[config.mk]
export PLATFORM = sky130hd
export DESIGN_NAME = icache_dm
export DESIGN_NICKNAME = d
export VERILOG_FILES = /design/src/rtl/icache_dm.sv
export SDC_FILE = /design/constraint.sdc
export NUM_CORES = 2
export LEC_CHECK = 0
export CORE_MARGIN = 3
export CORE_UTILIZATION = 40
export DETAILED_ROUTE_END_ITERATION = 16
export GPL_ROUTABILITY_DRIVEN = 0
export PLACE_DENSITY_LB_ADDON = 0.2
export SYNTH_ARGS = -nofsm -noshare
export SYNTH_HDL_FRONTEND = slang
export SYNTH_SLANG_ARGS = --single-unit
[constraint.sdc]
create_clock -name clk -period 11.8 [get_ports clk]
set_input_delay 3.54 -clock clk [delete_from_list [all_inputs] [get_ports clk]]
set_output_delay 3.54 -clock clk [all_outputs]
set_load 0.005 [all_outputs]
[src/rtl/icache_dm.sv]
// Direct-mapped read-only instruction cache. Hits are served combinationally
// in IDLE; a miss refills the whole line from word-wide memory with a
// req/ack burst, one beat at a time, while stall is held to the fetch stage.
module icache_dm #(
   parameter int LINES  = 16,
   parameter int WORDS  = 4,
   parameter int ADDR_W = 32
) (
   input  logic              clk,
   input  logic              reset,
   input  logic [ADDR_W-1:0] cpu_addr,
   input  logic              cpu_req,
   output logic [31:0]       cpu_rdata,
   output logic              cpu_ready,
   output logic              stall,
   input  logic              flush,
   output logic              mem_req,
   output logic [ADDR_W-1:0] mem_addr,
   input  logic              mem_ack,
   input  logic [31:0]       mem_rdata
);

   localparam int OB = $clog2(WORDS);
   localparam int IB = $clog2(LINES);
   localparam int TW = ADDR_W - OB - IB - 2;
   localparam logic [OB-1:0] LAST = {OB{1'b1}};

   typedef enum logic {IDLE, FILL} state_t;

   state_t              state;
   logic [LINES-1:0]    valid;
   logic [TW-1:0]       tag_mem  [LINES];
   logic [31:0]         data_mem [LINES][WORDS];
   logic [OB-1:0]       cnt;
   logic [TW-1:0]       fill_tag;
   logic [IB-1:0]       fill_idx;
   logic                flush_pend;

   // fetch address fields; the byte offset within a word is irrelevant
   logic [OB-1:0]       a_off;
   logic [IB-1:0]       a_idx;
   logic [TW-1:0]       a_tag;
   logic [OB-1:0]       cnt_nxt;
   logic                hit;
   logic                last_beat;
   logic                unused_ok;

   assign a_off     = cpu_addr[OB+1:2];
   assign a_idx     = cpu_addr[OB+IB+1:OB+2];
   assign a_tag     = cpu_addr[ADDR_W-1:OB+IB+2];
   assign unused_ok = ^cpu_addr[1:0];
   assign cnt_nxt   = cnt + 1'b1;
   assign last_beat = (cnt == LAST);

   // lookup only counts in IDLE; during a refill the line is in flux
   assign hit       = (state == IDLE) && valid[a_idx] && (tag_mem[a_idx] == a_tag);
   assign cpu_ready = cpu_req && hit;
   assign stall     = cpu_req && !cpu_ready;
   assign cpu_rdata = cpu_ready ? data_mem[a_idx][a_off] : 32'h0;

   // control FSM: miss detection, beat sequencing, valid bits and flush
   always_ff @(posedge clk or posedge reset) begin
      if (reset) begin
         state      <= IDLE;
         valid      <= '0;
         cnt        <= '0;
         fill_tag   <= '0;
         fill_idx   <= '0;
         flush_pend <= 1'b0;
         mem_req    <= 1'b0;
         mem_addr   <= '0;
      end else begin
         case (state)
            IDLE: begin
               // flush wins over a miss: nothing is fetched that cycle
               if (flush) begin
                  valid <= '0;
               end else if (cpu_req && !hit) begin
                  fill_tag       <= a_tag;
                  fill_idx       <= a_idx;
                  valid[a_idx]   <= 1'b0;
                  cnt            <= '0;
                  mem_req        <= 1'b1;
                  mem_addr       <= {a_tag, a_idx, {OB{1'b0}}, 2'b00};
                  state          <= FILL;
               end
            end
            FILL: begin
               // a flush cannot abort the burst; remember it for the end
               if (flush) flush_pend <= 1'b1;
               if (mem_ack) begin
                  cnt <= cnt_nxt;
                  if (last_beat) begin
                     if (flush_pend || flush) valid <= '0;
                     else                     valid[fill_idx] <= 1'b1;
                     flush_pend <= 1'b0;
                     mem_req    <= 1'b0;
                     state      <= IDLE;
                  end else begin
                     mem_addr <= {fill_tag, fill_idx, cnt_nxt, 2'b00};
                  end
               end
            end
            default: state <= IDLE;
         endcase
      end
   end

   // line storage; contents are meaningless until the valid bit says so
   always_ff @(posedge clk) begin
      if (state == FILL && mem_ack) begin
         data_mem[fill_idx][cnt] <= mem_rdata;
         if (last_beat) tag_mem[fill_idx] <= fill_tag;
      end
   end

endmodule

==> metrics.txt <==
# TYPE chip_impl_metric gauge
chip_impl_info{name="status",value="completed"} 1
chip_impl_metric{name="grt_antenna_before_repair",unit=""} 33
chip_impl_metric{name="synth.avg_cell_area",unit="um2"} 23.9
chip_impl_metric{name="globalRouteOverflowTotal",unit=""} 0
chip_impl_metric{name="first_iter_violations",unit=""} 5154
chip_impl_metric{name="place.detailed.instances",unit=""} 7279
chip_impl_metric{name="syn_inst",unit=""} 4054
chip_impl_metric{name="timing.final.setup_violations",unit=""} 0
chip_impl_info{name="ctsRootBufferMaster",value="clkbuf_16"} 1
chip_impl_info{name="tritoncts",value="yes"} 1
chip_impl_info{name="final_cell_mix",value="edfxtp_1, mux4_2, clkbuf_16"} 1
chip_impl_metric{name="synth_edf_count",unit=""} 2432
chip_impl_metric{name="power_leakage",unit="uW"} 0.0348
chip_impl_metric{name="ctsHtreeMaxLevel",unit=""} 5
chip_impl_metric{name="cts_resized",unit=""} 0
chip_impl_info{name="synth_flop_cell",value="edfxtp_1"} 1
chip_impl_metric{name="final_routed_wire_length_divided_by_cell_count",unit="um"} 32.6
chip_impl_info{name="cpMostUsedCell",value="or4_1"} 1
chip_impl_metric{name="insertion_delay",unit="ns"} 0.90
chip_impl_metric{name="placed_cell_area",unit="um2"} 103000
chip_impl_metric{name="finalHoldViolations",unit=""} 0
chip_impl_metric{name="worst-path-buf-inv",unit=""} 4
chip_impl_metric{name="dr.pass1.iters",unit=""} 8
chip_impl_info{name="cpLargestDelayFamily",value="simple AND/OR/NAND/NOR gates"} 1
chip_impl_metric{name="p_clk_share",unit="%"} 39.5
chip_impl_metric{name="timing.critical_path.fanout_max",unit=""} 43
chip_impl_metric{name="power_density",unit="nW/um2"} 183
chip_impl_metric{name="yosys_warnings",unit=""} 0
chip_impl_info{name="setup.worst_path.end_class",value="output pin"} 1
chip_impl_metric{name="holdBufCountCts",unit=""} 0
chip_impl_metric{name="utilization",unit="%"} 46.1
chip_impl_metric{name="maximum_cell_stage_delay_along_the_critical_path",unit="ns"} 0.56
chip_impl_metric{name="wirelength",unit="um"} 253000
chip_impl_metric{name="tightest_slew",unit="ns"} 1.27
chip_impl_metric{name="dieWidth",unit="um"} 498
chip_impl_metric{name="port-buffer-count",unit=""} 131
chip_impl_metric{name="power.switching",unit="uW"} 4690
chip_impl_metric{name="power.internal",unit="uW"} 15700
chip_impl_info{name="most_common_cell_after_layout_fill_and_taps_aside",value="edfxtp_1"} 1
chip_impl_metric{name="cts_post_setup_buffers_inserted",unit=""} 0
chip_impl_metric{name="globalRouteTotalUtil",unit="%"} 20.3
chip_impl_metric{name="fraction_of_the_mapped_netlist_area_in_simple_logic_gates",unit="%"} 1.17
chip_impl_metric{name="initial_utilization",unit="%"} 40.3
chip_impl_metric{name="yosys-mux-area-fraction",unit="%"} 19.1
chip_impl_metric{name="synth.yosys.seq_area_share",unit="%"} 77.4
chip_impl_metric{name="synth-xor-area-share",unit="%"} 0.181
chip_impl_metric{name="clock_sinks",unit=""} 2511
chip_impl_metric{name="postRouteAntennaNets",unit=""} 0
chip_impl_metric{name="detailedPlacementHpwl",unit="um"} 134000
chip_impl_metric{name="first_global_vias",unit=""} 46100
chip_impl_metric{name="post_synth_instance_area",unit="um2"} 96900
chip_impl_metric{name="fp.dieArea",unit="um2"} 248000
chip_impl_metric{name="report.final.slew_viol_count",unit=""} 0
chip_impl_info{name="worstSetupPathType",value="in2out"} 1
chip_impl_metric{name="grt_first_pass_wirelength",unit="um"} 358000
chip_impl_metric{name="maximum_number_of_pins_on_one_net_before_global_route_repair",unit=""} 122
chip_impl_metric{name="final_critical_path_setup_slack",unit="ns"} 0.652
chip_impl_metric{name="worst_setup_hold_path_clk_slew",unit="ns"} 0.06
chip_impl_metric{name="fin_tns_setup",unit="ns"} 0
chip_impl_metric{name="core_area",unit="um2"} 241000
chip_impl_metric{name="number_of_synthesized_register_bits",unit=""} 2511
chip_impl_info{name="critPathSlowestCell",value="or4_1"} 1
chip_impl_metric{name="layout-drive-gt1-share",unit="%"} 31.0
chip_impl_info{name="holdCritPathClass",value="reg2reg"} 1
chip_impl_metric{name="row_count",unit=""} 180
chip_impl_metric{name="io_pins",unit=""} 136
chip_impl_metric{name="fin_worst_skew",unit="ns"} 0.0331
chip_impl_metric{name="vdd.ir_drop.worst",unit="mV"} 0.137
chip_impl_metric{name="final_cell_area",unit="um2"} 111000
chip_impl_metric{name="p_sw_share",unit="%"} 23.0
chip_impl_metric{name="maximum_clock_frequency",unit="MHz"} 89.7
chip_impl_metric{name="stdcell_count",unit=""} 7782
chip_impl_metric{name="yosys.area_share.adder",unit="%"} 0.0516
chip_impl_metric{name="synth_compound_area_share",unit="%"} 0.997
chip_impl_metric{name="synthArstFlopShare",unit="%"} 3.15
chip_impl_metric{name="critPathArrivalTime",unit="ns"} 7.61
chip_impl_metric{name="final_period_minus_worst_setup_slack",unit="ns"} 11.15
chip_impl_metric{name="area_overhead_of_the_layout_relative_to_synthesis",unit="%"} 14.6
chip_impl_metric{name="worst_slew_margin_rel",unit="%"} 15.5
chip_impl_metric{name="timing.final.crit_share",unit="%"} 94.5
chip_impl_metric{name="yosys.cell_types.count",unit=""} 59
chip_impl_metric{name="die_h",unit="um"} 498
chip_impl_info{name="worstPathCellList",value="buf_8, buf_12, mux2i_1, nor3b_1, or4_1, a21oi_1, nand4_1, or4_1, nor4_4, buf_4, and3_1, clkdlybuf4s50_1"} 1
chip_impl_metric{name="power_frac_comb",unit="%"} 8.4
chip_impl_metric{name="share_seq_of_total_power",unit="%"} 52.2
chip_impl_metric{name="vias_per_cell",unit=""} 5.79
chip_impl_metric{name="cap_viol_max_count",unit=""} 0
chip_impl_info{name="synth_top_family_by_area",value="multiplexers"} 1
chip_impl_metric{name="critical_path_required_time",unit="ns"} 8.26
chip_impl_metric{name="num_vias",unit=""} 45100
chip_impl_metric{name="cts_buffer_depth",unit=""} 4
chip_impl_info{name="grt_setup_unrepaired",value="no"} 1
chip_impl_metric{name="tritoncts.num_buffers",unit=""} 277
chip_impl_info{name="startpoint_type",value="input port"} 1
chip_impl_metric{name="place_ws",unit="ns"} 0.613
chip_impl_metric{name="drt_drc_violations_left",unit=""} 0
chip_impl_metric{name="layout.nets",unit=""} 4446
worst reg2reg max path: cells and delay by family, from the launching register on:
kind	cells	cell delay [ns]
AOI/OAI and AO/OA	2	1.23
DFF	1	0.35
and+or+nand+nor	4	1.19
buffers and inverters	1	0.37
muxes	3	1.22
cell usage after synthesis (all sizes together), types with 19 or more instances:
cell,n,share of area [%]
a21oi,27,0.14
dfrtp,79,2.0
clkbuf,143,0.55
and3,36,0.23
nand2,48,0.19
mux4,740,17
nor2,100,0.39
mux2i,83,0.86
mux2,82,1.0
edfxtp,2432,75
a22oi,19,0.15
buf,81,0.50
final cells by class:
class                           count  area (um2)
Antenna cell                       34        85.1
Clock buffer                      351        7390
Clock inverter                    118         878
Fill cell                       19700      130000
Inverter                           16        70.1
Multi-Input combinational cell   1304       21300
Sequential cell                  2511       75000
Tap cell                         3185        3990
Timing Repair Buffer              263        2340
kinds of logic (layout without fill, tap and decap cells):
logic type	Yosys count	in the layout
simple gates	241	241
mux	905	905
flops	2511	2511
xor+xnor	20	20
other cells	1	36
fa+ha+maj	4	4
compound gates	132	132
buf+inv	240	748
registers in the layout, indices dropped and copies added (netlist names):
register,flops
cnt,2
data_mem,2048
fill_idx,4
fill_tag,24
flush_pend,1
mem_addr,30
mem_req,1
state,1
tag_mem,384
valid,16
through the flow:
step / total power, uW / hold WS (ns)
2_1_floorplan: 11600 / 0.464
3_3_place_gp: 12500 / 0.474
3_5_place_dp: 12500 / 0.485
4_1_cts: 20600 / 0.498
5_1_grt: 21100 / 0.514
6_report: 20400 / 0.501
power by group through the flow:
stage / logic, uW / clock network (uW) / registers (uW)
2_1_floorplan: 964 / 0 / 10700
3_3_place_gp: 1710 / 0 / 10800
3_5_place_dp: 1720 / 0 / 10800
4_1_cts: 1720 / 8210 / 10600
5_1_grt: 1800 / 8570 / 10700
6_report: 1710 / 8040 / 10600
per-layer routing:
layer,wire [um],vias up,track usage [%]
met3,16700,381,3.40
met4,6460,8,5.25
met2,119000,1574,31.4
met5,51,-,0
li1,-,18100,-
met1,111000,25000,30.2
path summary, 6_finish.rpt:
| kind | from | endpoint | slack (ns) | cells after the start |
|---|---|---|---|---|
| setup / recovery | cpu_addr[4] | cpu_rdata[16] | 0.65 | 12 |
| hold / removal | valid[1]$_DFFE_PP0P_ | valid[1]$_DFFE_PP0P_ | 0.50 | 1 |
| setup reg to reg | tag_mem[15][10]$_DFFE_PP_ | mem_addr[26]$_DFFE_PP0P_ | 7.31 | 10 |
| hold reg to reg | valid[1]$_DFFE_PP0P_ | valid[1]$_DFFE_PP0P_ | 0.50 | 1 |
| max in group asynchronous | reset | mem_addr[8]$_DFFE_PP0P_ | 7.71 | 3 |
| min in group asynchronous | reset | mem_addr[27]$_DFFE_PP0P_ | 3.03 | 2 |
No activity file was read; power rests on OpenSTA's default activity.
